==> src/rtl/muldiv_seq16.sv <==
// Sequential unsigned multiply/divide unit (MULTU/DIVU) for the MIPS datapath.
// A single shared adder/subtractor is stepped over WIDTH iterations, producing HI/LO.
module muldiv_seq16 #(
    parameter int WIDTH = 16
) (
    input  logic             clk,
    input  logic             reset,
    input  logic             start,
    input  logic             op,
    input  logic [WIDTH-1:0] a,
    input  logic [WIDTH-1:0] b,
    output logic             busy,
    output logic             done,
    output logic [WIDTH-1:0] hi,
    output logic [WIDTH-1:0] lo,
    output logic             div_by_zero
);

    // state | meaning
    // IDLE  | waiting for start
    // RUN   | iterating, one step per cycle
    // FIN   | one cycle, done=1, hi/lo just written
    typedef enum logic [1:0] {IDLE, RUN, FIN} state_t;

    localparam int CW = $clog2(WIDTH + 1);

    state_t             state;
    logic [CW-1:0]      cnt;
    logic               op_q;
    logic [WIDTH-1:0]   m_q;
    logic [2*WIDTH:0]   work;
    logic [2*WIDTH:0]   work_nxt;
    logic [2*WIDTH:0]   work_sh;
    logic [WIDTH:0]     add_x;
    logic [WIDTH:0]     add_y;
    logic               add_sub;
    logic [WIDTH+1:0]   add_sum;

    // Shared adder: sub mode inverts y and injects carry-in of 1; carry-out is add_sum[WIDTH+1].
    always_comb begin
        add_sum = {1'b0, add_x} + {1'b0, (add_sub ? ~add_y : add_y)}
                + {{(WIDTH + 1){1'b0}}, add_sub};
    end

    // work holds {carry, hi_work, lo_work} for MULTU and {R, Q} for DIVU.
    always_comb begin
        work_sh  = '0;
        add_x    = '0;
        add_y    = {1'b0, m_q};
        add_sub  = op_q;
        work_nxt = work;
        if (!op_q) begin
            add_x = {1'b0, work[2*WIDTH-1:WIDTH]};
            if (work[0])
                work_nxt = {1'b0, add_sum[WIDTH:0], work[WIDTH-1:1]};
            else
                work_nxt = {1'b0, work[2*WIDTH:1]};
        end else begin
            work_sh = {work[2*WIDTH-1:0], 1'b0};
            add_x   = work_sh[2*WIDTH:WIDTH];
            if (add_sum[WIDTH+1])
                work_nxt = {add_sum[WIDTH:0], work_sh[WIDTH-1:1], 1'b1};
            else
                work_nxt = work_sh;
        end
    end

    always_ff @(posedge clk) begin
        if (reset) begin
            state       <= IDLE;
            cnt         <= '0;
            op_q        <= 1'b0;
            m_q         <= '0;
            work        <= '0;
            busy        <= 1'b0;
            done        <= 1'b0;
            hi          <= '0;
            lo          <= '0;
            div_by_zero <= 1'b0;
        end else begin
            case (state)
                IDLE, FIN: begin
                    done <= 1'b0;
                    if (state == FIN)
                        state <= IDLE;
                    if (start) begin
                        op_q        <= op;
                        m_q         <= op ? b : a;
                        cnt         <= CW'(WIDTH);
                        div_by_zero <= 1'b0;
                        work        <= {{(WIDTH + 1){1'b0}}, (op ? a : b)};
                        if (op && (b == '0)) begin
                            // Divide by zero skips iteration entirely.
                            state       <= FIN;
                            done        <= 1'b1;
                            hi          <= a;
                            lo          <= '1;
                            div_by_zero <= 1'b1;
                        end else begin
                            state <= RUN;
                            busy  <= 1'b1;
                        end
                    end
                end
                RUN: begin
                    work <= work_nxt;
                    cnt  <= cnt - 1'b1;
                    if (cnt == CW'(1)) begin
                        state <= FIN;
                        busy  <= 1'b0;
                        done  <= 1'b1;
                        hi    <= work_nxt[2*WIDTH-1:WIDTH];
                        lo    <= work_nxt[WIDTH-1:0];
                    end
                end
                default: begin
                    state <= IDLE;
                    busy  <= 1'b0;
                    done  <= 1'b0;
                end
            endcase
        end
    end

endmodule

==> config.mk <==
export PLATFORM = sky130hd
export DESIGN_NAME = muldiv_seq16
export DESIGN_NICKNAME = d
export VERILOG_FILES = /design/src/rtl/muldiv_seq16.sv
export SDC_FILE = /design/constraint.sdc
export NUM_CORES = 1
export LEC_CHECK = 0
export CAP_MARGIN = 15
export CORE_AREA = 2 2 106 108
export DETAILED_ROUTE_END_ITERATION = 10
export DIE_AREA = 0 0 108 110
export PLACE_DENSITY = 0.77
export SYNTH_ARGS = -nofsm -noshare
export SYNTH_HDL_FRONTEND = slang
export SYNTH_SLANG_ARGS = --single-unit
==> constraint.sdc <==
create_clock -name clk -period 5.4 [get_ports clk]
set_input_delay 1.08 -clock clk [delete_from_list [all_inputs] [get_ports clk]]
set_output_delay 1.08 -clock clk [all_outputs]
set_load 0.02 [all_outputs]
==> results.py <==
metrics = {
    "die": {
        "area_of_the_die_um2": 11900,
        "chipWidth_um": 108,
        "chipHeight_um": 110,
        "initial_utilization_pct": 53.5,
        "floorplan.rows": 38,
        "count_of_boundary_i_o_pins": 71,
        "core-area_um2": 10700,
    },
    "timing": {
        "finalWorstPathRequiredPeriod_ps": 4190,
        "setup-violations-final": 0,
        "fin_worst_skew_ps": 6.74,
        "timing.final.max_slew_violations": 0,
        "timing.final.hold_violations": 0,
        "maxClockFrequency_mhz": 239,
        "worst_slew_margin_rel_pct": 26.1,
        "fin_hold_ws_ps": 457,
        "worst_margin_pin_slew_ps": 1090,
        "finalCritPeriodShare_pct": 77.5,
        "grt_setup_unrepaired": "no",
        "totalNegativeSetupSlack_ps": 0,
    },
    "drt": {
        "avgViaCountPerCell": 6.02,
        "drtPass1Iterations": 5,
        "ant_nets": 0,
        "wl_per_cell_um": 18.1,
        "drc": 0,
        "routed_wirelength_mm": 15.7,
        "via_count": 5240,
        "dr.first_iter.drc_count": 382,
    },
    "yosys": {
        "synth_warnings": 0,
        "synthesis.area_um2": 5730,
        "async_reset_ff_share_pct": 0,
        "number_of_distinct_standard_cells_referenced_by_the_synthesized_netlist": 60,
        "synth_ff_type": "sky130_fd_sc_hd__dfxtp_1",
        "ys_seq_area_share_pct": 32.2,
        "synth_seq_cells": 92,
        "synthesis.instances": 685,
        "synth-edff-count": 0,
        "synth.avg_cell_area_um2": 8.36,
        "synth.net_count": 739,
    },
    "placement": {
        "hpwlAfterDp_mm": 11.5,
        "port_buffers": 70,
        "gpl.final_weighted_congestion": 0.863,
        "placedCellCount": 854,
        "dpl_cell_area_um2": 6450,
    },
    "grt": {
        "globalRouteOverflowTotal": 0,
        "grtUsageTotal_pct": 27.2,
        "pin_count_of_the_biggest_net_entering_global_routing": 63,
        "grt_antenna_before_repair": 0,
        "number_of_global_route_vias_before_repair": 5006,
        "grt_pass1_wl_mm": 25.6,
    },
    "worst_setup_path": {
        "slowest_cp_cell": "sky130_fd_sc_hd__dfxtp_2",
        "crit_path_max_fanout": 40,
        "critical-path-max-stage-delay_ps": 860,
        "worstPathArrival_ps": 4440,
        "critical_path_required_ps": 5660,
        "crit_path_buf_inv_count": 1,
        "critPathKind": "register to register",
        "path_common_cell": "sky130_fd_sc_hd__mux2_2",
        "reg_to_reg_slack_setup_ps": 1210,
        "critPathLaunchType": "register",
        "cp_top_family": "compound AO/OA/AOI/OAI gates",
        "crit_path_end_kind": "register",
        "critical_path.cell_chain": "buf_4, mux2_2, ha_1, nand4_1, or2_2, o211a_1, o21ai_4, mux2_2, a2111oi_2, nor4_2",
    },
    "cts": {
        "cts_tree": "done",
        "cts.path.max_buffers": 2,
        "hold_buffers": 0,
        "ctsRootBufferMaster": "sky130_fd_sc_hd__clkbuf_8",
        "clock-sinks": 92,
        "postCtsResizedCells": 0,
        "worstSkewPairLatency_ps": 370,
        "cts_made_buffers": 9,
        "clkSlewWorstSetupHoldPaths_ps": 80,
        "h-tree-depth": 3,
        "postCtsSetupBuffers": 0,
    },
    "cells_and_area": {
        "fin_cells": 870,
        "fin_area_um2": 6650,
        "mostFrequentLayoutCells": "sky130_fd_sc_hd__dfxtp_1 (91), sky130_fd_sc_hd__a21oi_1 (73), sky130_fd_sc_hd__nor2_1 (72)",
        "final_layout_size_suffix_gt1_share_pct": 11.6,
        "layout.cells.most_common": "sky130_fd_sc_hd__dfxtp_1",
        "filler_cell_count": 936,
        "area_delta_synth_final_pct": 16.1,
        "nNetsFinal": 779,
        "antenna_cells_inserted": 0,
    },
    "run_status": {
        "outcome": "finished, final reports clean",
    },
    "power_and_ir_drop": {
        "comb_power_share_pct": 30.7,
        "p_seq_share_pct": 43.5,
        "powerDensity_nw_per_um2": 278,
        "p_clk_share_pct": 25.8,
        "final_power_mw": 1.85,
        "netSwitchingPower_mw": 0.633,
        "worst_ir_drop_vdd_mv": 0.206,
        "cell_internal_pwr_mw": 1.22,
        "power.share.switching_pct": 34.2,
        "static_leakage_nw": 2.58,
    },
    "job": {
        "cap_viol_max_count": 0,
    },
    "min_path": {
        "holdCritPathClass": "register to register",
    },
}
## cell families (layout without fill, tap and decap cells)
kind of cell / count (synthesis) / count (layout) / share of synthesized area [%]
compound gates: 194 / 194 / 23.5
xor+xnor: 32 / 32 / 4.89
fa+ha+maj: 18 / 18 / 4.06
buf+inv: 62 / 107 / 4.87
flops: 92 / 92 / 32.2
mux: 73 / 73 / 13.4
simple gates: 214 / 214 / 17.1
## synthesized netlist by cell type, types with 13 or more instances
cell type	instances	share of area (%)
sky130_fd_sc_hd__dfxtp_1	92	32
sky130_fd_sc_hd__a21oi_1	73	6.4
sky130_fd_sc_hd__nor2_1	72	4.7
sky130_fd_sc_hd__nand2_1	67	4.4
sky130_fd_sc_hd__mux2i_1	44	7.7
sky130_fd_sc_hd__nor3_1	37	3.2
sky130_fd_sc_hd__clkbuf_1	34	2.2
sky130_fd_sc_hd__a211oi_1	31	4.1
sky130_fd_sc_hd__mux2_2	29	5.7
sky130_fd_sc_hd__xor2_1	25	3.8
sky130_fd_sc_hd__o211ai_1	20	2.6
sky130_fd_sc_hd__ha_1	17	3.7
sky130_fd_sc_hd__o21ai_0	13	1.1
## sequential cells by signal, summed over array words and instances, names as in the netlist
name         flops
work            33
hi              16
lo              16
m_q             16
cnt              5
state            2
add_sub          1
busy             1
div_by_zero      1
done             1
## path summary, 6_finish.rpt
path	end	cells after the start	start
max	hi[2]$_SDFFE_PP0P_	10	add_sub$_SDFFE_PP0P_
min reg2reg	busy$_SDFFE_PP0P_	2	busy$_SDFFE_PP0P_
min	busy$_SDFFE_PP0P_	2	busy$_SDFFE_PP0P_
max reg2reg	hi[2]$_SDFFE_PP0P_	10	add_sub$_SDFFE_PP0P_
## layer usage
| layer | global-route usage, % | vias up | routed length [µm] |
|---|---|---|---|
| met5 | 0 | - | 0 |
| met4 | 9.07 | 0 | 254 |
| met3 | 3.29 | 21 | 844 |
| met2 | 43.8 | 166 | 7440 |
| met1 | 38.1 | 2488 | 7190 |
| li1 | - | 2565 | - |
## worst reg2reg max path, stage by stage (launching register included)
cell and delay [ps]:
sky130_fd_sc_hd__dfxtp_2 860, sky130_fd_sc_hd__buf_4 320, sky130_fd_sc_hd__mux2_2 360, sky130_fd_sc_hd__ha_1 390
sky130_fd_sc_hd__nand4_1 140, sky130_fd_sc_hd__or2_2 340, sky130_fd_sc_hd__o211a_1 270, sky130_fd_sc_hd__o21ai_4 480
sky130_fd_sc_hd__mux2_2 420, sky130_fd_sc_hd__a2111oi_2 400, sky130_fd_sc_hd__nor4_2 90
## power groups by stage
stage / sequential (mW) / combinational, mW / clock [mW]
final: 0.805 / 0.568 / 0.477
after global routing: 0.813 / 0.620 / 0.507
after CTS: 0.803 / 0.564 / 0.480
after detailed placement: 0.818 / 0.559 / 0
after global placement: 0.817 / 0.550 / 0
after floorplan: 0.824 / 0.373 / 0
## metrics by stage
step	util, %	setup WS [ps]
after floorplan	-	1600
after global placement	60.3	1310
after detailed placement	60.3	1230
after CTS	62.2	1220
after global routing	62.2	1010
final	62.2	1210
## layout make-up
type,count,area [µm²],area share (%)
Clock buffer,12,155,2.33
Tap cell,140,175,2.63
Timing Repair Buffer,81,773,11.6
Sequential cell,92,1840,27.7
Inverter,10,37.5,0.564
Clock inverter,4,47.5,0.715
Multi-Input combinational cell,531,3620,54.4
Power figures use the tool's default switching activity.
